`config.mk`:
```
export PLATFORM = sky130hd
export DESIGN_NAME = mealy2_steer
export DESIGN_NICKNAME = d
export VERILOG_FILES = /design/src/rtl/mealy2_steer.sv
export SDC_FILE = /design/constraint.sdc
export NUM_CORES = 1
export LEC_CHECK = 0
export BUFFER_PORTS_ARGS = -buffer_cell sky130_fd_sc_hd__buf_2
export CORE_MARGIN = 5
export CORE_UTILIZATION = 45
export CTS_BUF_LIST = sky130_fd_sc_hd__clkbuf_4
export DETAILED_ROUTE_END_ITERATION = 16
export PLACE_DENSITY = 0.79
export REMOVE_ABC_BUFFERS = 1
export SKIP_LAST_GASP = 1
export SLEW_MARGIN = 20
export SYNTH_ARGS = -nofsm -noshare
export SYNTH_HDL_FRONTEND = slang
export SYNTH_SLANG_ARGS = --single-unit
```
`constraint.sdc`:
```
create_clock -name clock -period 2.5 [get_ports clock]
set_clock_uncertainty 0.15 [all_clocks]
set_input_delay 0.25 -clock clock [delete_from_list [all_inputs] [get_ports clock]]
set_output_delay 0.25 -clock clock [all_outputs]
set_load 0.02 [all_outputs]
```
`src/rtl/mealy2_steer.sv`:
```
// rtl/mealy2_steer.sv - shortest-path X/Y steering controller with shadow Mealy state and Z check (MEALY2_STEER_ZCHECK_EN)
module mealy2_steer #(
    parameter int ERR_W = 8
) (
    input  logic             clock,
    input  logic             reset,
    input  logic             req,
    input  logic [1:0]       target,
    input  logic             Z,
    output logic             X,
    output logic             Y,
    output logic             busy,
    output logic             done,
    output logic [1:0]       steps,
    output logic [1:0]       model_state,
    output logic             mismatch,
    output logic [ERR_W-1:0] err_cnt
);

    typedef enum logic [1:0] {
        ST_00 = 2'b00,
        ST_01 = 2'b01,
        ST_10 = 2'b10,
        ST_11 = 2'b11
    } mstate_t;

    mstate_t    model_q, model_d;
    logic [1:0] target_q, target_d;
    logic       busy_q, busy_d;
    logic       done_q, done_d;
    logic [1:0] steps_q, steps_d;
    logic [1:0] cnt_q, cnt_d;
    logic [1:0] xy;
    logic [1:0] model_next;

    // Transition function of the driven Mealy machine
    function automatic logic [1:0] next_state(input mstate_t ps, input logic [1:0] in);
        logic [1:0] ns;
        ns = 2'b00;
        case (ps)
            ST_00: ns = in;
            ST_01: begin
                case (in)
                    2'b00:   ns = 2'b01;
                    2'b01:   ns = 2'b10;
                    2'b10:   ns = 2'b10;
                    default: ns = 2'b00;
                endcase
            end
            ST_10: ns = (in == 2'b11) ? 2'b10 : 2'b11;
            default: ns = (in == 2'b11) ? 2'b01 : 2'b00;
        endcase
        return ns;
    endfunction

    // X/Y selection: hold policy when idle, shortest-path edge toward target when busy
    always_comb begin
        xy = 2'b00;
        if (!busy_q) begin
            if (model_q == ST_10) begin
                xy = 2'b11;
            end
        end else begin
            case (model_q)
                ST_00:   xy = target_q;
                ST_01:   xy = (target_q == 2'b10) ? 2'b01 : 2'b11;
                ST_10:   xy = 2'b00;
                default: xy = (target_q == 2'b01) ? 2'b11 : 2'b00;
            endcase
        end
    end

    assign X           = xy[1];
    assign Y           = xy[0];
    assign model_next  = next_state(model_q, xy);
    assign busy        = busy_q;
    assign done        = done_q;
    assign steps       = steps_q;
    assign model_state = model_q;

    // Handshake sequencer: accept, count transitions, finish when the next state is the target
    always_comb begin
        model_d  = mstate_t'(model_next);
        target_d = target_q;
        busy_d   = busy_q;
        done_d   = 1'b0;
        steps_d  = steps_q;
        cnt_d    = cnt_q;
        if (busy_q) begin
            cnt_d = cnt_q + 2'd1;
            if (model_next == target_q) begin
                busy_d  = 1'b0;
                done_d  = 1'b1;
                steps_d = cnt_q + 2'd1;
            end
        end else if (req) begin
            target_d = target;
            cnt_d    = 2'd0;
            if (model_next == target) begin
                done_d  = 1'b1;
                steps_d = 2'd0;
            end else begin
                busy_d = 1'b1;
            end
        end
    end

    // Shadow state and sequencer registers
    always_ff @(posedge clock or negedge reset) begin
        if (!reset) begin
            model_q  <= ST_00;
            target_q <= 2'b00;
            busy_q   <= 1'b0;
            done_q   <= 1'b0;
            steps_q  <= 2'b00;
            cnt_q    <= 2'b00;
        end else begin
            model_q  <= model_d;
            target_q <= target_d;
            busy_q   <= busy_d;
            done_q   <= done_d;
            steps_q  <= steps_d;
            cnt_q    <= cnt_d;
        end
    end

`ifdef MEALY2_STEER_ZCHECK_EN
    logic             z_exp;
    logic             mismatch_q, mismatch_d;
    logic [ERR_W-1:0] err_q, err_d;

    // Expected Z for the current state and inputs
    always_comb begin
        z_exp = 1'b0;
        case (model_q)
            ST_00:   z_exp = X;
            ST_01:   z_exp = ~X;
            ST_10:   z_exp = ~Y;
            default: z_exp = Y;
        endcase
    end

    // Sticky mismatch flag and saturating error count
    always_comb begin
        mismatch_d = mismatch_q;
        err_d      = err_q;
        if (Z != z_exp) begin
            mismatch_d = 1'b1;
            if (err_q != {ERR_W{1'b1}}) begin
                err_d = err_q + ERR_W'(1);
            end
        end
    end

    // Z check registers
    always_ff @(posedge clock or negedge reset) begin
        if (!reset) begin
            mismatch_q <= 1'b0;
            err_q      <= '0;
        end else begin
            mismatch_q <= mismatch_d;
            err_q      <= err_d;
        end
    end

    assign mismatch = mismatch_q;
    assign err_cnt  = err_q;
`else
    logic unused_z;
    assign unused_z = Z;
    assign mismatch = 1'b0;
    assign err_cnt  = '0;
`endif

endmodule
```
; After elaboration in Yosys (flattened, before gate mapping)
; Cells that the tools add are included.
[totals]
latch_bits = 0
rom_bits = 0
word_cells = 48
mem_count = 0
out_inout_bits = 17
mem_bits_rw = 0
in_bits = 6
register_bits = 10
[classes]
n_addsub = 1
reduce_logical = 7
mux = 23
magnitude_cmp = 0
bitwise_logic = 1
n_eq_ne = 10
mul = 0
shifts = 0
n_div = 0
[ops]
columns = cell, n
row1 = 2-bit two-way mux, 10
row2 = 2-bit one-hot mux with 3 select lines, 2
row3 = 1-bit two-way mux, 10
row4 = "2-bit == test, second input constant", 4
row5 = "2-bit by 1-bit == test with 1-bit output, second input constant", 3
row6 = 2-bit == test, 2
row7 = 2-bit logical NOT, 2
row8 = 2-bit one-hot mux with 2 select lines, 1
row9 = 2-bit nonzero test, 2
row10 = 3-bit AND reduction, 1
row11 = "2-bit by 1-bit adder with 2-bit output, second input constant", 1
row12 = "2-bit by 1-bit != test with 1-bit output, second input constant", 1
row13 = 2-bit AND reduction, 1
row14 = 2-bit OR reduction, 1
row15 = 1-bit inverter, 1

; Logic depth before layout (Yosys ltp)
; Gate-level depths: netlist of the first run.
[depth]
ltp_word = 12
depth_mapped = 11
depth_no_buf = 11

; Worst setup path before layout of the first run
; OpenSTA, ideal clock, no wires.
[synth_timing]
kind = register to register
start = reg busy_q (netlist: busy)
end = reg steps_q[1] (netlist: steps[1])
path_slack_ns = -0.110
path_buffers = 2
period_less_slack_ns = 2.610
stages_incl_launch_ff = 12
required_ns = 2.216
arrival_ns = 2.327
setup_time_ns = 0.134
path_cell_list = dfrtp_1 buf_2 clkbuf_1 mux2i_1 mux2i_1 inv_1 ha_1 xor2_2 a22oi_4 xor2_2 nor3_2 o22ai_1
[synth_between]
elab_chain_len = 8
elab_cells_between_ends = 17
classes_between = eq/ne: 6 / mux: 6 / reduce/logical: 5
[synth_lines]
columns = element, line
row1 = start: declaration, 29  ; logic busy_q, busy_d;
row2 = start signal: assignment, 120  ; busy_q <= busy_d;
row3 = 2-bit two-way mux (*), 59  ; if (!busy_q) begin
row4 = named net X, 10  ; output logic X,
row5 = 2-bit == test / 2-bit by 1-bit == test with 1-bit output (equally long branches), 43  ; case (in)
row6 = 2-bit OR reduction (no line), n/a
row7 = 2-bit one-hot mux with 2 select lines, 43
row8 = 2-bit one-hot mux with 3 select lines (*), 40  ; case (ps)
row9 = named net model_d[0], 27  ; mstate_t model_q, model_d;
row10 = 2-bit == test (on tied branches), "91, 99"
row11 = 2-bit by 1-bit != test with 1-bit output (no line) / 2-bit nonzero test (equally long branches), n/a
row12 = 3-bit AND reduction (no line) (*), n/a
row13 = end signal: assignment, 122  ; steps_q <= steps_d;
row14 = end: declaration, 31  ; logic [1:0] steps_q, steps_d;
; The timed path passes the listed nets; every way through them passes the cells marked *.
; A chain may end at the register's enable or synchronous reset.

; Worst setup path after layout of the first run
[layout_timing]
start = reg target_q[0]
end = reg steps_q[0] (netlist: steps[0])
[layout_between]
elab_chain_len = 11
elab_cells_between_ends = 20
classes_between = eq/ne: 8 / mux: 8 / reduce/logical: 4
[layout_lines]
columns = element, line
row1 = start: declaration, 28  ; logic [1:0] target_q, target_d;
row2 = start signal: assignment, 119  ; target_q <= target_d;
row3 = 2-bit by 1-bit == test with 1-bit output / 2-bit == test (equally long branches), "68, 66"
row4 = 2-bit two-way mux (on tied branches), "68, 66"
row5 = 2-bit one-hot mux with 3 select lines, 64  ; case (model_q)
row6 = 2-bit two-way mux, 59
row7 = 2-bit == test / 2-bit by 1-bit == test with 1-bit output (equally long branches), 43
row8 = 2-bit OR reduction (no line), n/a
row9 = 2-bit one-hot mux with 2 select lines, 43
row10 = 2-bit one-hot mux with 3 select lines, 40
row11 = 2-bit == test (on tied branches), "91, 99"
row12 = 2-bit by 1-bit != test with 1-bit output (no line) / 2-bit nonzero test (equally long branches), n/a
row13 = 3-bit AND reduction (no line) (*), n/a
; Mark *: on every way between the ends. The rest lies on a longest branch, timed or not.

==> flow_metrics.py, run 1 <==
metrics = {
    "grt": {
        "grt_max_degree": 12,
        "antenna_found_initial": 0,
        "grt_pass1_vias": 633,
        "use_met1": 0.1469,
        "top_usage_layer": "met2",
        "track_usage": 0.1286,
        "met2_usage": 0.2273,
        "grt_overflow_total": 0,
        "gr-usage-met3": 0.02535,
        "grt_pass1_wl_um": 2635,
    },
    "yosys": {
        "ys_seq_area_frac": 0.3021,
        "synth_area_um2": 828.3,
        "ys_seq_elements": 10,
        "syn_avg_cell_area_um2": 9.307,
        "async_flop_share": 1.000,
        "yosys_warnings": 0,
        "synth_edf_count": 0,
        "synthesis.instances": 89,
        "synth_cell_types": 37,
        "ys.flop_type": "dfrtp_1",
    },
    "finish": {
        "fillers": 154,
        "diodes": 0,
        "seq_area_um2": 254.0,
        "area_growth_pct": 18.88,
        "drive_gt1_frac": 0.3889,
        "multi_input_area_um2": 520.5,
        "fin_cells": 133,
        "nNetsFinal": 117,
    },
    "floorplanning": {
        "die_h_um": 52.90,
        "design.portCount": 23,
        "design.core.area_um2": 1745,
        "rows": 15,
        "die_w_um": 52.90,
        "die-area_um2": 2798,
        "start_util": 0.4746,
    },
    "drt": {
        "dr.pass1.iters": 4,
        "drc_errors": 0,
        "wl_per_cell_um": 12.44,
        "via_per_inst": 4.970,
        "routed_wl_um": 1655,
        "antenna_left": 0,
        "dr_total_vias": 661,
        "drt-initial-drc-count": 10,
    },
    "setup_path": {
        "reg2reg_to": "steps[0]",
        "setup.worst_path.class": "reg -> reg",
        "reg2reg_slack_ns": 0.06,
        "endpoint_kind": "register",
        "reg2reg_depth": 10,
        "cp_max_fo": 5,
        "worst_setup_path_start_kind": "register",
        "worstPathRequired_ns": 2.50,
        "arrival_ns": 2.44,
        "timing.rr.start": "target_q[0]",
    },
    "place": {
        "place_inst": 124,
        "gp_congestion": 0.7900,
        "portBuffers": 12,
        "hpwl_um": 1252,
    },
    "timing": {
        "timing.final.hold_violations": 0,
        "fmax_mhz": 410.5,
        "finalCritPeriodShare": 0.9743,
        "setup_viol": 0,
        "grt_setup_unrepaired": "true",
        "post-route-min-period_ns": 2.436,
        "slew_viol_final": 0,
    },
    "hold_path": {
        "whs_path_depth": 3,
        "hold-path-endpoint": "target_q[0]",
        "min_path_type": "in -> reg",
        "hp-start": "target[0]",
    },
    "clock_tree": {
        "cts-buffers-inserted": 3,
        "clock_latency_ns": 0.26,
        "cts_max_level": 1,
        "clkTransAtPathRegs_ns": 0.07,
        "cts_buffer_depth": 2,
        "root_buffer": "clkbuf_4",
        "cts_tree": "built",
        "cts.sinks": 10,
    },
    "outcome": {
        "status": "finished clean",
    },
    "run": {
        "drv_cap": 0,
    },
}
==> critical path, cell delays in order (launching register included) <==
cell and delay (ns):
dfrtp_1 0.39, inv_2 0.10, nor2_1 0.07, o21a_1 0.18
mux2i_1 0.20, ha_1 0.29, nor4bb_2 0.19, nor4b_4 0.29
o211ai_2 0.21, mux2i_1 0.18, nor2_1 0.06
==> cell type report <==
cell class / instances / area share
clock inverter: 1 / 0.003812
inverter: 4 / 0.01525
tap: 25 / 0.03177
timing repair buffer: 22 / 0.1398
sequential: 10 / 0.2579
clock buffer: 3 / 0.02287
multi-input combinational: 68 / 0.5286
==> per-layer routing <==
layer,up-vias,wire [um]
met1,311,684
met4,0,26
met2,17,881
met5,-,0
met3,4,62
li1,329,-
==> synth_stat cells (2+ instances only) <==
library cell,number,area share
nor2_1,6,0.027
nor3_1,2,0.012
nor2b_1,2,0.015
xor2_2,2,0.039
o21ai_0,3,0.018
buf_6,3,0.041
mux2i_1,3,0.036
nor4bb_1,2,0.024
o21ai_1,3,0.018
nand3b_1,2,0.018
nand2_1,7,0.032
xor2_1,2,0.021
inv_1,4,0.018
a21oi_1,6,0.036
buf_4,9,0.082
dfrtp_1,10,0.30
ha_1,2,0.030
buf_2,2,0.012
==> per-stage QoR <==
step             util  instance area, um^2  TNS [ns]  setup slack (ns)  hold WS (ns)
2_1_floorplan       -                743.2  -0.09279          -0.04764       -0.1956
3_3_place_gp   0.4996                872.1         0            0.1187      -0.03531
3_5_place_dp   0.4996                872.1   -0.1063          -0.07368      -0.02863
4_1_cts        0.5470                954.7         0           0.02818        0.1061
5_1_grt        0.5642                984.7  -0.04985          -0.03541        0.1153
6_report       0.5642                984.7         0           0.06421        0.1061
==> logic make-up (layout without fill, tap and decap cells) <==
kind of cell	Yosys count	after routing	share of synthesized area
flops	10	10	0.3021
other cells	1	9	0.004527
buf+inv	19	30	0.1571
fa+ha+maj	2	2	0.03021
compound gates	22	22	0.1919
simple gates	27	27	0.2039
mux	4	4	0.04985
xor+xnor	4	4	0.06043
==> placed cells by master (no fill, tap or decap), drive strengths merged, types with 2 or more instances in the layout <==
cell and instances:
a21oi 6, buf 21, nand2 7, clkbuf 3, nor4bb 2, dfrtp 10, inv 4, xor2 4
a22oi 2, nor2 6, nor3 3, nand3b 2, o21ai 6, conb 9, mux2i 3, nor2b 2
ha 2
==> timing repair <==
item,CTS,global route
setup buffers,3,1
hold endpoints to repair,10,0
pin swaps,2,3
hold buffers,1,0
endpoints found under the setup margin,3,3
gates resized for setup,5,6
==> worst max-delay path by stage <==
stage | slack (ns) | from | endpoint | cells after the start
finish | 0.06 | target_q[0] | steps[0] | 10
global route | -0.04 | target_q[1] | steps[0] | 11
CTS | 0.03 | target_q[0] | steps[0] | 10
detailed placement | -0.07 | target_q[1] | steps[0] | 10
global placement | 0.12 | target_q[1] | steps[0] | 10
floorplan | -0.05 | model_state[1] | steps[1] | 10
==> sequential cells by signal, indices dropped and copies added (netlist names) <==
signal,count
target_q,2
steps,2
done,1
model_state,2
cnt_q,2
busy,1
Power of run 1 is not shown: default switching activity piles up to over one toggle a cycle in this logic, so the estimate is an artifact.
==> inputs of run 2 (changes only) <==
--- a/config.mk
+++ b/config.mk
@@ -6,12 +6,12 @@
 export NUM_CORES = 1
 export LEC_CHECK = 0
 export BUFFER_PORTS_ARGS = -buffer_cell sky130_fd_sc_hd__buf_2
+export CAP_MARGIN = 20
 export CORE_MARGIN = 5
 export CORE_UTILIZATION = 45
 export CTS_BUF_LIST = sky130_fd_sc_hd__clkbuf_4
 export DETAILED_ROUTE_END_ITERATION = 16
 export PLACE_DENSITY = 0.79
-export REMOVE_ABC_BUFFERS = 1
 export SKIP_LAST_GASP = 1
 export SLEW_MARGIN = 20
 export SYNTH_ARGS = -nofsm -noshare
==> run 2 against run 1 <==
Effect of this change: critical path depth stayed put; core utilization is 1.8 points lower; non-clock buffer count shrank 1; highest routed layer unchanged.
==> flow_metrics.py, run 2 (same netlist as run 1, synthesis figures left out) <==
metrics = {
    "setup_path": {
        "critPathSlowestCell": "dfrtp_1",
        "reg2reg_slack_ns": 0.15,
        "setup.worst_path.class": "reg -> reg",
        "reg2reg_depth": 10,
        "crit_top_cell": "nor2_1",
        "worstPathRequired_ns": 2.49,
        "critPathBufInv": 1,
        "worst_setup_path_start_kind": "register",
        "cp_cell_sequence": "buf_4 > nor2_1 > o21ai_1 > a22o_2 > ha_2 > xor2_2 > a21oi_2 > o211ai_2 > mux2i_1 > nor2_1",
        "cp_max_fo": 5,
        "path_delay_family": "compound AO/OA/AOI/OAI gates",
        "reg2reg_to": "steps[0]",
        "endpoint_kind": "register",
        "timing.rr.start": "target_q[0]",
        "arrival_ns": 2.34,
        "max_stage_delay_ns": 0.39,
    },
    "power_and_ir_drop": {
        "switchingPower_mw": 0.7621,
        "power.share.combinational": 0.715,
        "p_per_area_nw_per_um2": 1663,
        "clockPowerShare": 0.077,
        "p_leak_nw": 0.4602,
        "swShare": 0.4808,
        "seqPwrFrac": 0.208,
        "vdd_ir_drop_max_uv": 709.5,
        "internal_power_mw": 0.8231,
    },
    "place": {
        "hpwl_um": 1177,
        "gp_congestion": 0.8541,
        "portBuffers": 12,
    },
    "grt": {
        "grt_pass1_wl_um": 2484,
        "antenna_found_initial": 0,
        "grt_max_degree": 13,
        "track_usage": 0.1206,
        "grt_pass1_vias": 604,
        "grt_overflow_total": 0,
    },
    "finish": {
        "nNetsFinal": 116,
        "area_growth_pct": 15.11,
        "diodes": 0,
        "fillers": 164,
        "drive_gt1_frac": 0.3645,
        "mostFrequentLayoutCell": "buf_2",
        "finish.utilization": 0.5462,
        "layout_common_cells": "buf_2 (12), conb_1 (9), dfrtp_1 (8)",
    },
    "timing": {
        "fin_setup_tns_ns": 0,
        "setup_viol": 0,
        "fmax_mhz": 426.0,
        "timing.final.hold_violations": 0,
        "post-route-min-period_ns": 2.348,
        "slew_viol_final": 0,
        "finalCritPeriodShare": 0.9390,
        "grt_setup_unrepaired": "false",
    },
    "clock_tree": {
        "root_buffer": "clkbuf_4",
        "cts_tree": "built",
        "cts_max_level": 1,
        "cts-buffers-inserted": 3,
        "cts.sinks": 10,
        "clkTransAtPathRegs_ns": 0.06,
        "clock_latency_ns": 0.26,
        "cts_buffer_depth": 2,
    },
    "floorplanning": {
        "design.portCount": 23,
        "design.core.area_um2": 1745,
        "die_h_um": 52.90,
        "rows": 15,
        "die-area_um2": 2798,
        "die_w_um": 52.90,
        "start_util": 0.4746,
    },
    "outcome": {
        "status": "finished clean",
    },
    "hold_path": {
        "hp-start": "target[0]",
        "min_path_type": "in -> reg",
        "whs_path_depth": 3,
        "hold-path-endpoint": "target_q[0]",
    },
    "drt": {
        "dr_total_vias": 658,
        "wl_per_cell_um": 12.03,
        "drc_errors": 0,
        "via_per_inst": 4.985,
        "drt-initial-drc-count": 19,
        "routed_wl_um": 1588,
        "antenna_left": 0,
        "dr.pass1.iters": 4,
    },
    "run": {
        "drv_cap": 0,
    },
}
run 2: cell types whose count changed in the layout (fill, tap and decap cells not counted), sizes merged:
cell          change
buf               -2
clkbuf            +1
clkinv            -1
dlymetal6s2s      +1
run 2: power groups by stage:
stage / Clock (mW) / Combinational [mW] / Sequential [mW]
after global placement: 0 / 1.02 / 0.332
after CTS: 0.128 / 1.06 / 0.333
after floorplan: 0 / 0.848 / 0.355
after detailed placement: 0 / 1.05 / 0.337
after global routing: 0.142 / 1.23 / 0.342
final: 0.123 / 1.13 / 0.329
run 2: metal layers:
| metal | share of wire | GRT usage | vias to the layer above |
|---|---|---|---|
| met5 | 0 | 0 | - |
| met4 | 0.010 | 0.05106 | 0 |
| met3 | 0.065 | 0.04225 | 2 |
| met2 | 0.46 | 0.2107 | 23 |
| met1 | 0.46 | 0.1302 | 309 |
| li1 | - | - | 324 |
run 2: layout make-up:
type                            count  area (um^2)  area share
Inverter                            4        15.01     0.01575
Sequential cell                    10        252.7      0.2651
Clock buffer                        4        30.03     0.03150
Timing Repair Buffer               21        135.1      0.1417
Multi-Input combinational cell     68        489.2      0.5131
Tap cell                           25        31.28     0.03281
run 2: repair_timing:
| action | in CTS | in global routing |
|---|---|---|
| buffers inserted | 0 | 3 |
| setup endpoints to repair | 0 | 3 |
| hold buffers | 1 | 0 |
| hold endpoints to repair | 10 | 0 |
| resized for setup | 0 | 5 |
run 2: metrics by stage:
stage	total power, mW	hold WS (ns)	setup WS [ns]	cell area, um^2	instances
floorplan	1.203	-0.1956	0.004559	862.1	97
global placement	1.356	-0.03664	0.1354	874.6	124
detailed placement	1.387	-0.02797	0.08851	874.6	124
CTS	1.524	0.1187	0.06702	914.6	129
global route	1.716	0.1017	0.006618	953.4	132
finish	1.585	0.1316	0.1524	953.4	132
run 2: worst max path at each step:
stage,startpoint,end,slack [ns],depth (start not counted)
floorplan,busy,steps[1],0.005,11
global placement,target_q[1],steps[0],0.14,10
detailed placement,target_q[1],steps[0],0.09,10
CTS,target_q[1],steps[0],0.07,10
global route,target_q[1],steps[0],0.007,10
finish,target_q[0],steps[0],0.15,10
run 2: worst register-to-register path: stages, from the launching register on:
cell      delay, ns
dfrtp_1        0.39
buf_4          0.16
nor2_1         0.11
o21ai_1        0.08
a22o_2         0.27
ha_2           0.21
xor2_2         0.24
a21oi_2        0.09
o211ai_2       0.27
mux2i_1        0.22
nor2_1         0.05
(Power assumes the default switching activity.)
==> inputs of run 3 (changes only) <==
--- a/config.mk
+++ b/config.mk
@@ -8,10 +8,11 @@
 export BUFFER_PORTS_ARGS = -buffer_cell sky130_fd_sc_hd__buf_2
 export CAP_MARGIN = 20
 export CORE_MARGIN = 5
-export CORE_UTILIZATION = 45
+export CORE_UTILIZATION = 40
 export CTS_BUF_LIST = sky130_fd_sc_hd__clkbuf_4
 export DETAILED_ROUTE_END_ITERATION = 16
-export PLACE_DENSITY = 0.79
+export PLACE_DENSITY = 0.72
+export REMOVE_ABC_BUFFERS = 1
 export SKIP_LAST_GASP = 1
 export SLEW_MARGIN = 20
 export SYNTH_ARGS = -nofsm -noshare
==> run 3 against run 2 <==
Effect of this change: non-clock buffer count rose by 2; first-iteration DRC count fell by 53%; cell count rose by 3.0%; critical endpoint unchanged; sequential power rose by 6.4%; worst setup slack got worse by 0.0054 ns; fmax fell by 0.23%; register-to-register slack barely moved; critical path type unchanged; power rose by 4.9%.
==> flow_metrics.py, run 3 (same netlist as run 1, synthesis figures left out) <==
metrics = {
    "floorplanning": {
        "die_h_um": 55.51,
        "design.core.area_um2": 1962,
        "design.portCount": 23,
        "start_util": 0.4222,
        "die_w_um": 55.51,
        "rows": 16,
        "die-area_um2": 3081,
    },
    "timing": {
        "timing.hold.ws_ns": 0.1011,
        "finalCritPeriodShare": 0.9412,
        "fmax_mhz": 425.0,
        "slew_viol_final": 0,
        "post-route-min-period_ns": 2.353,
        "setup_viol": 0,
        "timing.final.hold_violations": 0,
        "worst_slack_ns": 0.1470,
    },
    "place": {
        "hpwl_um": 1159,
        "post_dp_cell_area_um2": 882.1,
        "portBuffers": 12,
        "place_ws_ns": 0.07598,
        "gp_congestion": 0.7550,
        "place_inst": 127,
    },
    "clock_tree": {
        "cts_tree": "built",
        "clock_latency_ns": 0.27,
        "cts-buffers-inserted": 3,
        "cts_buffer_depth": 2,
        "root_buffer": "clkbuf_4",
        "cts_max_level": 1,
        "clkTransAtPathRegs_ns": 0.07,
        "cts.sinks": 10,
    },
    "drt": {
        "routed_wl_um": 1516,
        "via_per_inst": 4.735,
        "drt-initial-drc-count": 9,
        "drc_errors": 0,
        "antenna_left": 0,
        "wl_per_cell_um": 11.15,
        "dr.pass1.iters": 4,
        "dr_total_vias": 644,
    },
    "finish": {
        "fin_cells": 136,
        "multi_input_area_um2": 509.2,
        "layout_common_cells": "buf_2 (12), buf_4 (10), conb_1 (9)",
        "seq_area_um2": 252.7,
        "finish.utilization": 0.5006,
        "drive_gt1_frac": 0.3670,
        "nNetsFinal": 118,
        "mostFrequentLayoutCell": "buf_2",
        "fillers": 195,
        "final_cell_area_um2": 982.2,
        "diodes": 0,
        "area_growth_pct": 18.58,
    },
    "grt": {
        "antenna_found_initial": 0,
        "track_usage": 0.09614,
        "grt_overflow_total": 0,
        "grt_pass1_vias": 556,
        "grt_max_degree": 12,
        "grt_pass1_wl_um": 2449,
    },
    "power_and_ir_drop": {
        "p_per_area_nw_per_um2": 1693,
        "power.share.combinational": 0.724,
        "p_leak_nw": 0.4612,
        "internal_power_mw": 0.8757,
        "clockPowerShare": 0.066,
        "seqPwrFrac": 0.210,
        "switchingPower_mw": 0.7874,
        "vdd_ir_drop_max_uv": 664.1,
        "swShare": 0.4735,
    },
    "setup_path": {
        "endpoint_kind": "register",
        "setup.worst_path.class": "reg -> reg",
        "cp_max_fo": 9,
        "arrival_ns": 2.36,
        "worstPathRequired_ns": 2.51,
        "worst_setup_path_start_kind": "register",
    },
    "run": {
        "drv_cap": 0,
    },
    "hold_path": {
        "min_path_type": "in -> reg",
    },
    "outcome": {
        "status": "finished clean",
    },
}
## run 3: worst max-delay path: stages (launching register included)
cell,delay [ns]
dfrtp_2,0.46
nor2_1,0.13
nand2_1,0.07
o21ai_1,0.11
a22oi_1,0.11
ha_1,0.33
and3b_1,0.19
nor4b_2,0.28
o211ai_2,0.18
mux2i_1,0.18
nor2_1,0.05
## run 3: metal layers
metal,up-vias,GRT usage,wire (um)
met3,2,0.02797,85
met5,-,0,0
li1,332,-,-
met1,292,0.1206,678
met4,0,0.03125,17
met2,18,0.1571,735
## run 3: final timing paths
kind,startpoint,to,slack [ns],cells past startpoint
hold reg to reg,cnt_q[1],cnt_q[1],0.35,2
setup / recovery,target_q[1],steps[0],0.15,10
max in group asynchronous,reset,target_q[1],1.76,2
setup reg to reg,target_q[1],steps[0],0.15,10
min in group asynchronous,reset,steps[0],0.22,2
hold / removal,target[0],target_q[0],0.10,3
## run 3: cell type report
type,count,share of cell area
flip-flops and latches,10,0.2573
multi-input cells,68,0.5185
repair buffers,23,0.1478
clock inverters,1,0.003822
well taps,27,0.03439
inverters,4,0.01529
clock buffers,3,0.02293
## run 3: timing repair
item,CTS,global route
hold buffers,1,0
buffers inserted,0,4
endpoints found under the setup margin,0,4
gates resized for setup,0,8
endpoints found under the hold margin,10,0
## run 3: per-stage QoR
| stage | TNS [ns] | total power [mW] |
|---|---|---|
| after floorplan | -0.09279 | 1.111 |
| after global placement | 0 | 1.361 |
| after detailed placement | 0 | 1.388 |
| after CTS | 0 | 1.505 |
| after global routing | -0.1617 | 1.808 |
| final | 0 | 1.663 |
## run 3: power groups by stage
stage                     clock network, mW  logic (mW)  registers [mW]
after floorplan                           0       0.683           0.428
after global placement                    0        1.02           0.345
after detailed placement                  0        1.04           0.350
after CTS                             0.116        1.04           0.347
after global routing                  0.118        1.32           0.366
final                                 0.110        1.20           0.350
